<file path="config.mk">
export PLATFORM = sky130hd
export DESIGN_NAME = csi2tx_p2b_seq_flat
export DESIGN_NICKNAME = d
export VERILOG_FILES = /design/src/rtl/csi2tx_p2b_pkg.sv /design/src/rtl/csi2tx_p2b_seq_if.sv /design/src/rtl/csi2tx_p2b_dt_decode.sv /design/src/rtl/csi2tx_p2b_seq.sv /design/src/flat_wrapper.sv
export SDC_FILE = /design/constraint.sdc
export NUM_CORES = 1
export LEC_CHECK = 0
export BUFFER_PORTS_ARGS = -buffer_cell sky130_fd_sc_hd__buf_4
export CAP_MARGIN = 20
export CORE_MARGIN = 5
export CORE_UTILIZATION = 51
export CTS_CLUSTER_SIZE = 25
export DETAILED_ROUTE_END_ITERATION = 12
export MAX_ROUTING_LAYER = met4
export PLACE_DENSITY = 0.82
export SYNTH_ARGS = -nofsm -noshare
export SYNTH_HDL_FRONTEND = slang
export SYNTH_SLANG_ARGS = --single-unit
</file>
<file path="constraint.sdc">
create_clock -name clk -period 2.2 [get_ports clk]
set_clock_uncertainty 0.15 [all_clocks]
set_input_delay 0.33 -clock clk [delete_from_list [all_inputs] [get_ports clk]]
set_output_delay 0.33 -clock clk [all_outputs]
set_load 0.02 [all_outputs]
</file>
<file path="src/rtl/csi2tx_p2b_pkg.sv">
// Shared constants and types for the CSI-2 TX pixel-to-byte sequencer
// and the CSI-2 packet header builder.
package csi2tx_p2b_pkg;

  localparam int DT_W = 6;

  // CSI-2 RAW data type codes
  localparam logic [DT_W-1:0] DT_RAW6  = 6'h28;
  localparam logic [DT_W-1:0] DT_RAW8  = 6'h2A;
  localparam logic [DT_W-1:0] DT_RAW10 = 6'h2B;
  localparam logic [DT_W-1:0] DT_RAW12 = 6'h2C;
  localparam logic [DT_W-1:0] DT_RAW14 = 6'h2D;

  // Last pixel index of each converter's packing group
  localparam logic [3:0] WRAP_RAW6  = 4'd15;
  localparam logic [3:0] WRAP_RAW8  = 4'd3;
  localparam logic [3:0] WRAP_RAW10 = 4'd15;
  localparam logic [3:0] WRAP_RAW12 = 4'd7;
  localparam logic [3:0] WRAP_RAW14 = 4'd15;

  typedef enum logic [1:0] {
    IDLE   = 2'd0,
    ACTIVE = 2'd1,
    FLUSH  = 2'd2
  } state_t;

  typedef struct packed {
    logic raw14;
    logic raw12;
    logic raw10;
    logic raw8;
    logic raw6;
  } conv_en_t;

endpackage

</file>
<file path="src/rtl/csi2tx_p2b_seq_if.sv">
// Sensor-to-converter pixel bus: sensor stream in, registered stream,
// packing index, flush strobe and converter enables out.
interface csi2tx_p2b_seq_if
  import csi2tx_p2b_pkg::*;
#(
  parameter int PIX_W = 14
);
  logic [DT_W-1:0]  cfg_data_type;
  logic [PIX_W-1:0] sensor_pixel_data;
  logic             sensor_pixel_vld;
  logic [PIX_W-1:0] p2b_pixel_data;
  logic             p2b_pixel_data_vld;
  logic [3:0]       p2b_pixel_cnt;
  logic             sensor_pixel_vld_falling_edge;
  logic             raw6_convrn_enable;
  logic             raw8_convrn_enable;
  logic             raw10_convrn_enable;
  logic             raw12_convrn_enable;
  logic             raw14_convrn_enable;

  modport master (
    input  cfg_data_type, sensor_pixel_data, sensor_pixel_vld,
    output p2b_pixel_data, p2b_pixel_data_vld, p2b_pixel_cnt,
           sensor_pixel_vld_falling_edge,
           raw6_convrn_enable, raw8_convrn_enable, raw10_convrn_enable,
           raw12_convrn_enable, raw14_convrn_enable
  );

  modport slave (
    output cfg_data_type, sensor_pixel_data, sensor_pixel_vld,
    input  p2b_pixel_data, p2b_pixel_data_vld, p2b_pixel_cnt,
           sensor_pixel_vld_falling_edge,
           raw6_convrn_enable, raw8_convrn_enable, raw10_convrn_enable,
           raw12_convrn_enable, raw14_convrn_enable
  );
endinterface

</file>
<file path="src/rtl/csi2tx_p2b_dt_decode.sv">
// Maps a CSI-2 data type to a one-hot converter enable, the packing group
// wrap index and an unsupported-format flag. Purely combinational.
module csi2tx_p2b_dt_decode
  import csi2tx_p2b_pkg::*;
(
  input  logic [DT_W-1:0] dt,
  output conv_en_t        en,
  output logic [3:0]      wrap,
  output logic            unsupported
);

  // Table lookup; unknown codes enable nothing and use a 16-pixel group
  always_comb begin
    en          = '0;
    wrap        = WRAP_RAW14;
    unsupported = 1'b0;
    case (dt)
      DT_RAW6:  begin en.raw6  = 1'b1; wrap = WRAP_RAW6;  end
      DT_RAW8:  begin en.raw8  = 1'b1; wrap = WRAP_RAW8;  end
      DT_RAW10: begin en.raw10 = 1'b1; wrap = WRAP_RAW10; end
      DT_RAW12: begin en.raw12 = 1'b1; wrap = WRAP_RAW12; end
      DT_RAW14: begin en.raw14 = 1'b1; wrap = WRAP_RAW14; end
      default:  unsupported = 1'b1;
    endcase
  end

endmodule

</file>
<file path="src/rtl/csi2tx_p2b_seq.sv">
// Pixel-to-byte sequencer: registers the sensor stream, selects the RAW
// converter for the line, produces the packing index and flush strobe,
// counts line pixels and flags format / gap errors.
module csi2tx_p2b_seq
  import csi2tx_p2b_pkg::*;
#(
  parameter int PIX_W  = 14,
  parameter int LCNT_W = 16
)(
  input  logic              clk,
  input  logic              rst_n,
  csi2tx_p2b_seq_if.master  bus,
  output logic [LCNT_W-1:0] line_pix_cnt,
  output logic              line_done,
  output logic              fmt_err,
  output logic              gap_err,
  output logic              busy
);

  state_t           state, state_nxt;
  logic [DT_W-1:0]  dt_q;
  conv_en_t         dec_en, en_act;
  logic [3:0]       dec_wrap;
  logic             dec_unsup;
  logic             accept;
  logic [PIX_W-1:0] pix_p1;
  logic             vld_p1, vld_p2;
  logic [3:0]       cnt_p1;

  function automatic logic [LCNT_W-1:0] sat_inc(input logic [LCNT_W-1:0] v);
    return (&v) ? v : v + LCNT_W'(1);
  endfunction

  function automatic logic [3:0] wrap_inc(input logic [3:0] v, input logic [3:0] wrap);
    return (v == wrap) ? 4'd0 : v + 4'd1;
  endfunction

  csi2tx_p2b_dt_decode u_dt_decode (
    .dt          (dt_q),
    .en          (dec_en),
    .wrap        (dec_wrap),
    .unsupported (dec_unsup)
  );

  // A pixel arriving in the flush cycle is discarded
  assign accept = bus.sensor_pixel_vld && (state != FLUSH);

  // State register and data-type capture at line start
  always_ff @(posedge clk or negedge rst_n) begin
    if (!rst_n) begin
      state <= IDLE;
      dt_q  <= '0;
    end else begin
      state <= state_nxt;
      if (state == IDLE && bus.sensor_pixel_vld) dt_q <= bus.cfg_data_type;
    end
  end

  // Next-state logic and state-qualified outputs
  always_comb begin
    state_nxt = state;
    en_act    = '0;
    busy      = 1'b0;
    line_done = 1'b0;
    fmt_err   = 1'b0;
    case (state)
      IDLE: begin
        if (bus.sensor_pixel_vld) state_nxt = ACTIVE;
      end
      ACTIVE: begin
        busy    = 1'b1;
        en_act  = dec_en;
        fmt_err = dec_unsup && (line_pix_cnt == '0);
        if (!bus.sensor_pixel_vld) state_nxt = FLUSH;
      end
      FLUSH: begin
        busy      = 1'b1;
        en_act    = dec_en;
        line_done = 1'b1;
        state_nxt = IDLE;
      end
      default: state_nxt = IDLE;
    endcase
  end

  // p0 -> p1: register the pixel, valid, packing index and line counters
  always_ff @(posedge clk or negedge rst_n) begin
    if (!rst_n) begin
      pix_p1       <= '0;
      vld_p1       <= 1'b0;
      vld_p2       <= 1'b0;
      cnt_p1       <= '0;
      line_pix_cnt <= '0;
      gap_err      <= 1'b0;
    end else begin
      vld_p1  <= accept;
      vld_p2  <= vld_p1;
      gap_err <= (state == FLUSH) && bus.sensor_pixel_vld;
      if (accept) pix_p1 <= bus.sensor_pixel_data;
      if (state == FLUSH)  cnt_p1 <= '0;
      else if (vld_p1)     cnt_p1 <= wrap_inc(cnt_p1, dec_wrap);
      if (state == IDLE && bus.sensor_pixel_vld) line_pix_cnt <= '0;
      else if (vld_p1)                           line_pix_cnt <= sat_inc(line_pix_cnt);
    end
  end

  assign bus.p2b_pixel_data                = pix_p1;
  assign bus.p2b_pixel_data_vld            = vld_p1;
  assign bus.p2b_pixel_cnt                 = cnt_p1;
  assign bus.sensor_pixel_vld_falling_edge = vld_p2 && !vld_p1;
  assign bus.raw6_convrn_enable            = en_act.raw6;
  assign bus.raw8_convrn_enable            = en_act.raw8;
  assign bus.raw10_convrn_enable           = en_act.raw10;
  assign bus.raw12_convrn_enable           = en_act.raw12;
  assign bus.raw14_convrn_enable           = en_act.raw14;

endmodule

</file>
<file path="src/flat_wrapper.sv">
// flat-port wrapper written by rule: the top's interface ports become plain ports
module csi2tx_p2b_seq_flat import csi2tx_p2b_pkg::*;
#(
  parameter int PIX_W  = 14,
  parameter int LCNT_W = 16
)
  (clk, rst_n, line_pix_cnt, line_done, fmt_err, gap_err, busy, bus_cfg_data_type, bus_sensor_pixel_data, bus_sensor_pixel_vld, bus_p2b_pixel_data, bus_p2b_pixel_data_vld, bus_p2b_pixel_cnt, bus_sensor_pixel_vld_falling_edge, bus_raw6_convrn_enable, bus_raw8_convrn_enable, bus_raw10_convrn_enable, bus_raw12_convrn_enable, bus_raw14_convrn_enable);
  csi2tx_p2b_seq_if #(.PIX_W(PIX_W)) bus_i ();
  input  logic clk;
  input  logic rst_n;
  output logic [LCNT_W-1:0] line_pix_cnt;
  output logic line_done;
  output logic fmt_err;
  output logic gap_err;
  output logic busy;
  input wire logic [$bits(bus_i.cfg_data_type)-1:0] bus_cfg_data_type;
  input wire logic [$bits(bus_i.sensor_pixel_data)-1:0] bus_sensor_pixel_data;
  input wire logic [$bits(bus_i.sensor_pixel_vld)-1:0] bus_sensor_pixel_vld;
  output wire logic [$bits(bus_i.p2b_pixel_data)-1:0] bus_p2b_pixel_data;
  output wire logic [$bits(bus_i.p2b_pixel_data_vld)-1:0] bus_p2b_pixel_data_vld;
  output wire logic [$bits(bus_i.p2b_pixel_cnt)-1:0] bus_p2b_pixel_cnt;
  output wire logic [$bits(bus_i.sensor_pixel_vld_falling_edge)-1:0] bus_sensor_pixel_vld_falling_edge;
  output wire logic [$bits(bus_i.raw6_convrn_enable)-1:0] bus_raw6_convrn_enable;
  output wire logic [$bits(bus_i.raw8_convrn_enable)-1:0] bus_raw8_convrn_enable;
  output wire logic [$bits(bus_i.raw10_convrn_enable)-1:0] bus_raw10_convrn_enable;
  output wire logic [$bits(bus_i.raw12_convrn_enable)-1:0] bus_raw12_convrn_enable;
  output wire logic [$bits(bus_i.raw14_convrn_enable)-1:0] bus_raw14_convrn_enable;
  assign bus_i.cfg_data_type = bus_cfg_data_type;
  assign bus_i.sensor_pixel_data = bus_sensor_pixel_data;
  assign bus_i.sensor_pixel_vld = bus_sensor_pixel_vld;
  assign bus_p2b_pixel_data = bus_i.p2b_pixel_data;
  assign bus_p2b_pixel_data_vld = bus_i.p2b_pixel_data_vld;
  assign bus_p2b_pixel_cnt = bus_i.p2b_pixel_cnt;
  assign bus_sensor_pixel_vld_falling_edge = bus_i.sensor_pixel_vld_falling_edge;
  assign bus_raw6_convrn_enable = bus_i.raw6_convrn_enable;
  assign bus_raw8_convrn_enable = bus_i.raw8_convrn_enable;
  assign bus_raw10_convrn_enable = bus_i.raw10_convrn_enable;
  assign bus_raw12_convrn_enable = bus_i.raw12_convrn_enable;
  assign bus_raw14_convrn_enable = bus_i.raw14_convrn_enable;
  csi2tx_p2b_seq #(.PIX_W(PIX_W), .LCNT_W(LCNT_W)) u_core (.clk(clk), .rst_n(rst_n), .bus(bus_i), .line_pix_cnt(line_pix_cnt), .line_done(line_done), .fmt_err(fmt_err), .gap_err(gap_err), .busy(busy));
endmodule
</file>
# After elaboration in Yosys (flattened, before gate mapping)
# Index checks and enable logic that the tools add are counted.
# totals
regBits	45
in_bits	23
out_inout_bits	45
wordCells	57
# classes
addsub	2
eq_ne	12
mux	20
reduce_logical	15
# op_table
op	n
$mux W16	3
$eq A6 B6 Y1 const B	5
$add A16 B1 Y16 const B	1
$logic_not A16 Y1	1
$reduce_and A16 Y1	1
$mux W4	3
$mux W1	9
$pmux W4 S2	1
$ne A2 B2 Y1 const B	3
$logic_and A1 B1 Y1	5
$mux W5	1
$reduce_or A5 Y1	1
$add A4 B1 Y4 const B	1
$eq A4 B4 Y1	1
$mux W2	2
$pmux W2 S2	1
$reduce_and A2 Y1	2
$reduce_bool A2 Y1	2
$eq A2 B1 Y1 const B	1
$eq A2 B2 Y1 const B	1
$logic_not A2 Y1	1
$ne A2 B1 Y1 const B	1
$reduce_or A2 Y1	1
$logic_not A1 Y1	1

# Depth between registers and ports, before layout
# Gate-level depths: netlist (run 1).
# logic_depth
word_depth	6
depth_mapped	7
mapped_depth_nobuf	7

# By module
# Synthesis (run 1) repeated with hierarchy kept, for this count alone.
# unflattened
hier_cells	236
area_unflattened_um2	2436.1
# by_module_without_submodules
mod	instances	cells_each	area_each_um2	seq_area_each_um2
csi2tx_p2b_seq	1	217	2285.9	1126.1
csi2tx_p2b_dt_decode	1	19	150.1	0.0

# Worst setup path before layout (run 1)
# OpenSTA, ideal clock, no wires.
# synth_path
path_type	reg-to-output
startpoint	reg u_core.state[1]
endpoint	out bus_raw10_convrn_enable
t_arrival_ns	1.661
required_time_ns	1.720
slack_ns	0.059
stages_incl_launch_ff	5
path_buffers	0
cell_sequence	dfrtp_1 -> inv_1 -> ha_1 -> nand2_1 -> nor4bb_1
# synth_between
elab_chain_cells	3
word_cells_on_any_way	4
cone_classes	2 x eq/ne; 1 x mux; 1 x reduce/logical
# synth_rtl
item	line_no	rtl
start: declaration	csi2tx_p2b_seq.sv:20	state_t state, state_nxt;
start signal: assignment	csi2tx_p2b_seq.sv:54	state <= state_nxt;
$eq A2 B1 Y1 or $eq A2 B2 Y1 (tied branches)	csi2tx_p2b_seq.sv:66	case (state)
$reduce_or A2 Y1 (no source line) *	n/a	
$mux W5 *	csi2tx_p2b_seq.sv:66	
end: declaration	flat_wrapper.sv:25	output wire logic [$bits(bus_i.raw10_convrn_enable)-1:0] bus_raw10_convrn_enable;
# Mark *: on every way between the ends. The rest lies on a longest branch, timed or not.

# Worst setup path after layout (run 1)
# layout_path
startpoint	reg u_core.line_pix_cnt[1]
endpoint	out fmt_err
# layout_between
elab_chain_cells	3
# layout_rtl
item	line_no	rtl
start: declaration	csi2tx_p2b_seq.sv:13	output logic [LCNT_W-1:0] line_pix_cnt,
start signal: assignment	csi2tx_p2b_seq.sv:103	else if (vld_p1) line_pix_cnt <= sat_inc(line_pix_cnt);
$logic_not A16 Y1	csi2tx_p2b_seq.sv:73	fmt_err = dec_unsup && (line_pix_cnt == '0);
$logic_and A1 B1 Y1	csi2tx_p2b_seq.sv:73	
$mux W1	csi2tx_p2b_seq.sv:66	
end: declaration	flat_wrapper.sv:13	output logic fmt_err;
# Every way passes these cells.

==> impl_metrics.toml, run 1 <==
[outcome]
status = "finished, final reports clean"

[final_layout]
utilization_pct = 70.2
area_growth_pct = 32.4
final_nets = 326
fillCellCount = 329
layout_common_cells = "buf_4 (76), dfrtp_1 (43), nor2_1 (24)"
diodes = 0
drive_gt1_share_pct = 41.8
finalNonFillerCells = 349
final_common_cell = "buf_4"

[worst_setup_path]
rrSetupSlack_ns = 0.20
setup.worst_path.start = "u_core.line_pix_cnt[1]"
cp.required_ns = 1.72
worstPathMaxFanout = 3
reg2reg_to = "u_core.line_pix_cnt[11]"
crit_chain = "inv_1 > ha_1 > nor4bb_2 > nand4_1 > a21oi_2 > buf_6"
startpoint_type = "flip-flop"
cp.buffers_inverters = 2
endpoint = "fmt_err"
r2r-start = "u_core.line_pix_cnt[6]"
crit_cells = 6
crit_type = "reg -> out"
crit_path_end_kind = "output pin"
slowest_stage = "dfrtp_2"
path_delay_family = "simple AND/OR/NAND/NOR gates"
crit_arrival_ns = 1.61
reg2reg_depth = 5
critPathMaxStageDelay_ns = 0.42

[power_and_ir_drop]
swShare_pct = 38.8
pwr-share-seq_pct = 39.2
p_leak_nw = 1.40
internal-power_w = 0.00197
vdd_drop_max_uv = 688
comb_power_share_pct = 44.9
p_sw_w = 0.00125
p_per_area_nw_per_um2 = 1050
p_clk_share_pct = 15.9

[placement]
dp_worst_setup_slack_ns = 0.230
gp_congestion = 0.829
io_buffers = 67
place_inst = 334
dp_hpwl_mm = 3.85

[die]
die_y_um = 77.5
rows = 24
core_area_um2 = 4380
initial_core_util_pct = 53.1
die_x_um = 77.5
dieArea_um2 = 6010
ios = 68

[yosys]
ys_warn_count = 0
synthTopCellsByArea = "dfrtp_1 (48%), mux2_2 (9.7%), xnor2_1 (5.6%)"
ys_ff_latch = 45
yosysSeqAreaShare_pct = 48.4
synthesis.area_um2 = 2330
synth_nets = 251
synth.distinct_cells = 44
synth_edf_count = 0
synth_top_area_share_pct = 48.4
syn_area_per_cell_um2 = 10.5
ys_async_sr_fraction_pct = 100
yosys.area.top_type = "dfrtp_1"
synth_ff_type = "dfrtp_1"
synthCells = 221

[global_routing]
grt_pass1_vias = 1953
grt.total_usage_pct = 18.9
grt_max_degree = 46
antenna_found_initial = 0
grt_overflow = 0
grt_pass1_wl_mm = 9.11

[timing]
postLayoutSetupSlackWorst_ns = 0.106
final-setup-viol-count = 0
final.setup.tns_ns = 0
rsz0062_at_grt = "true"
finalHoldViolCount = 0
fmax_mhz = 477
worstMarginPinSlew_ns = 0.619
max_slew_margin_pct = 58.4
maxSlewViolCount = 0
period_minus_slack_ns = 2.09
period_share_pct = 95.2

[cts]
cts_buffers = 5
cts-root-buf = "clkbuf_8"
insertion_delay_ns = 0.30
cts_buffer_depth = 2
cts_htree_levels = 2
clock-sinks = 45
cts_tree = "done"
clkTransAtPathRegs_ns = 0.09

[route]
routed_wl_mm = 5.45
vias_per_cell = 5.61
ant_nets = 0
drt_iter0_markers = 212
drc = 0
vias = 1958
drt-wirelength-per-cell_um = 15.6
drtPass1Iterations = 4

[flow_run]
cap_violations = 0

[min_path]
hp-class = "in -> reg"
==> metrics by stage <==
step / hold slack (ns) / power [W] / cell area [µm²]
CTS: 0.0994 / 0.00317 / 3030
global placement: 0.214 / 0.00253 / 2890
floorplan: -0.116 / 0.00208 / 2330
global route: 0.0942 / 0.00344 / 3080
finish: 0.110 / 0.00322 / 3080
detailed placement: 0.215 / 0.00257 / 2890
==> state kept, by name, summed over array words and instances, names as in the netlist <==
register and count:
u_core.bus.p2b_pixel_cnt 4, u_core.bus.p2b_pixel_data 14, u_core.bus.p2b_pixel_data_vld 1, u_core.dt_q 6
u_core.gap_err 1, u_core.line_pix_cnt 16, u_core.state 2, u_core.vld_p2 1
==> power groups by stage <==
stage | clock (W) | sequential [W] | combinational [W]
floorplan | 0 | 0.00137 | 0.000718
global placement | 0 | 0.00128 | 0.00125
detailed placement | 0 | 0.00129 | 0.00128
CTS | 0.000525 | 0.00127 | 0.00137
global route | 0.000569 | 0.00130 | 0.00158
finish | 0.000513 | 0.00126 | 0.00145
==> worst min-delay path by stage <==
stage,start,end,slack [ns],cells after the start
finish,bus_sensor_pixel_data[5],u_core.bus.p2b_pixel_data[5],0.11,2
global route,bus_sensor_pixel_data[4],u_core.bus.p2b_pixel_data[4],0.09,2
CTS,bus_sensor_pixel_data[1],u_core.bus.p2b_pixel_data[1],0.1,2
floorplan,rst_n,u_core.bus.p2b_pixel_cnt[0],-0.12,0
global placement,rst_n,u_core.line_pix_cnt[9],0.21,1
detailed placement,rst_n,u_core.line_pix_cnt[9],0.22,1
==> area by class of cell <==
class	count	area, µm²	share of cell area, %
Multi-Input combinational cell	158	1180	38.2
Clock inverter	2	15.0	0.488
Timing Repair Buffer	78	592	19.2
Tap cell	52	65.1	2.11
Sequential cell	45	1130	36.7
Clock buffer	6	72.6	2.36
Inverter	8	30.0	0.975
==> worst register-to-register path, delay by kind of cell, from the launching register on <==
family | cells | cell delay [ns]
AND/OR/NAND/NOR | 3 | 0.89
flip-flops | 1 | 0.50
AO/OA/AOI/OAI | 1 | 0.19
XOR/XNOR | 1 | 0.16
==> routing by layer <==
metal  up-vias  part of all wire [%]  global-route usage (%)
met5         -                     0                       -
met4         0                   1.5                    5.50
met3         9                   5.8                    5.09
met2        73                    49                    30.1
met1       950                    44                    23.8
li1        926                     -                       -
==> cells in the mapped netlist (all sizes together), types with 2 or more instances <==
cell	count
ha	7
mux2i	2
a2111oi	2
and2	3
and4	2
inv	8
buf	2
dfrtp	45
nor2	24
nor3	3
nor2b	4
clkbuf	8
a211oi	3
xnor2	15
or2	2
nor4	5
o21ai	4
nand3	9
nor4bb	2
nand2b	3
nand4	7
and3	2
a21o	2
nand2	15
a21oi	9
mux2	20
==> timing repair <==
item,in CTS,in global routing
pin swaps,3,1
resized for setup,8,6
gates cloned,0,0
setup buffers,3,3
hold endpoints to repair,45,0
setup endpoints to repair,2,3
hold buffers,1,0
==> logic make-up after synthesis <==
family | after synthesis | synth area share, %
AOI/OAI and AO/OA | 27 | 8.02
xor gates and xnor gates | 16 | 6.02
adders and majority gates | 7 | 3.77
buffers and inverters | 18 | 2.96
DFF | 45 | 48.4
muxes | 22 | 10.5
and+or+nand+nor | 86 | 20.3
Note: power is estimated with default switching activity, not from simulation.
==> run 2: changes to the inputs <==
--- a/config.mk
+++ b/config.mk
@@ -7,8 +7,10 @@
 export LEC_CHECK = 0
 export BUFFER_PORTS_ARGS = -buffer_cell sky130_fd_sc_hd__buf_4
 export CAP_MARGIN = 20
+export CELL_PAD_IN_SITES_DETAIL_PLACEMENT = 0
+export CELL_PAD_IN_SITES_GLOBAL_PLACEMENT = 1
 export CORE_MARGIN = 5
-export CORE_UTILIZATION = 51
+export CORE_UTILIZATION = 39
 export CTS_CLUSTER_SIZE = 25
 export DETAILED_ROUTE_END_ITERATION = 12
 export MAX_ROUTING_LAYER = met4
==> run 2 against run 1 <==
  * Sequential share of layout area decreased by 0.77 points
  * Sequential power about the same
  * First-iteration DRC count down 62%
  * Non-clock buffer count unchanged
  * Critical path type unchanged
  * Critical endpoint unchanged
  * Largest power group unchanged
  * Highest routed layer unchanged
==> impl_metrics.toml, run 2 (synthesized netlist as in run 1, its figures left out) <==
[outcome]
status = "finished, final reports clean"

[timing]
final.setup.tns_ns = 0
max_slew_margin_pct = 61.1
finalHoldViolCount = 0
final-setup-viol-count = 0
rsz0062_at_grt = "true"
fmax_mhz = 480
maxSlewViolCount = 0
hold_ws_ns = 0.110
period_minus_slack_ns = 2.09
worstMarginPinSlew_ns = 0.583
period_share_pct = 94.8

[worst_setup_path]
crit_type = "reg -> out"
crit_path_end_kind = "output pin"
startpoint_type = "flip-flop"
cp.required_ns = 1.72
worstPathMaxFanout = 2
crit_arrival_ns = 1.61

[global_routing]
grt.total_usage_pct = 15.4
grt_max_degree = 46
grt_overflow = 0
grt_pass1_wl_mm = 9.00
grt_use_met2_pct = 24.7
grt_util_met3_pct = 3.31
use_met1_pct = 19.2
antenna_found_initial = 0
grt_most_used_layer = "met2"
grt_pass1_vias = 1964

[final_layout]
largest_register_ffs = 16
top_register = "u_core.line_pix_cnt"
utilization_pct = 53.8
drive_gt1_share_pct = 41.4
diodes = 0
final_nets = 326
area_growth_pct = 35.2
final_common_cell = "buf_4"
layout_common_cells = "buf_4 (76), dfrtp_1 (43), nor2_1 (24)"

[die]
core_area_um2 = 5850
initial_core_util_pct = 39.8
die_y_um = 87.2
rows = 28
die_x_um = 87.2
ios = 68
dieArea_um2 = 7610

[power_and_ir_drop]
pwr-share-seq_pct = 37.4
swShare_pct = 36.3
p_leak_nw = 1.43
internal-power_w = 0.00213
p_sw_w = 0.00121
vdd_drop_max_uv = 453
p_clk_share_pct = 19.3
comb_power_share_pct = 43.3
p_per_area_nw_per_um2 = 1060

[route]
routed_wl_mm = 5.36
drtPass1Iterations = 4
drt_iter0_markers = 80
vias_per_cell = 5.19
vias = 1929
drt-wirelength-per-cell_um = 14.4
drc = 0
ant_nets = 0

[cts]
cts_htree_levels = 2
cts_buffer_depth = 2
clkTransAtPathRegs_ns = 0.08
clock-sinks = 45
cts_buffers = 5
insertion_delay_ns = 0.29
cts_tree = "done"
cts-root-buf = "clkbuf_8"

[min_path]
hp-class = "in -> reg"

[placement]
io_buffers = 67
dp_hpwl_mm = 3.88
gp_congestion = 0.763

[flow_run]
cap_violations = 0
-- run 2: cell count changes in the layout (fill, tap and decap cells not counted), sizes merged --
cell      delta
clkinvlp     -2
bufinv       +1
clkbuf       +1
-- run 2: metal layers --
metal	part of all wire (%)	vias to the layer above
li1	-	931
met1	45	942
met2	49	49
met3	4.8	7
met4	1.6	0
met5	0	-
-- run 2: repair_timing --
item	in CTS	in global routing
hold buffers	1	0
setup buffers	1	4
gates resized for setup	4	10
cloned	0	0
endpoints found under the setup margin	2	3
endpoints found under the hold margin	45	0
pin swaps	2	2
-- run 2: worst paths after layout --
| check | from | end | slack (ns) | cells after the start |
|---|---|---|---|---|
| max | u_core.line_pix_cnt[0] | fmt_err | 0.11 | 6 |
| max reg2reg | u_core.line_pix_cnt[0] | u_core.line_pix_cnt[14] | 0.21 | 7 |
| max in group asynchronous | rst_n | u_core.line_pix_cnt[1] | 1.04 | 2 |
| min reg2reg | u_core.dt_q[4] | u_core.dt_q[4] | 0.35 | 1 |
| min in group asynchronous | rst_n | u_core.line_pix_cnt[9] | 0.42 | 2 |
| min | bus_sensor_pixel_data[2] | u_core.bus.p2b_pixel_data[2] | 0.11 | 2 |
-- run 2: cell type report --
type / count / area [µm²]
repair buffers: 78 / 592
clock inverters: 1 / 30.0
well taps: 75 / 93.8
inverters: 8 / 30.0
clock buffers: 7 / 86.3
multi-input cells: 158 / 1180
flip-flops and latches: 45 / 1130
fillers: 544 / 2710
-- run 2: power groups by stage --
stage	sequential [W]	clock [W]	combinational, W
6_report	0.00125	0.000645	0.00144
5_1_grt	0.00129	0.000704	0.00159
4_1_cts	0.00126	0.000668	0.00133
3_5_place_dp	0.00129	0	0.00129
3_3_place_gp	0.00128	0	0.00127
2_1_floorplan	0.00137	0	0.000718
-- run 2: through the flow --
step	power (W)	std cells	worst slack, ns	area [µm²]
final	0.00334	372	0.115	3150
after global routing	0.00359	372	-0.0475	3150
after CTS	0.00326	368	-0.0138	3060
after detailed placement	0.00258	358	0.221	2920
after global placement	0.00255	358	0.257	2920
after floorplan	0.00208	221	0.0591	2330
-- run 2: critical path, cell delays in order (launching register included) --
cell and delay (ns):
dfrtp_2 0.41, inv_1 0.06, ha_1 0.14, nor4bb_4 0.26, nand4_1 0.14, a21oi_2 0.17, buf_6 0.14
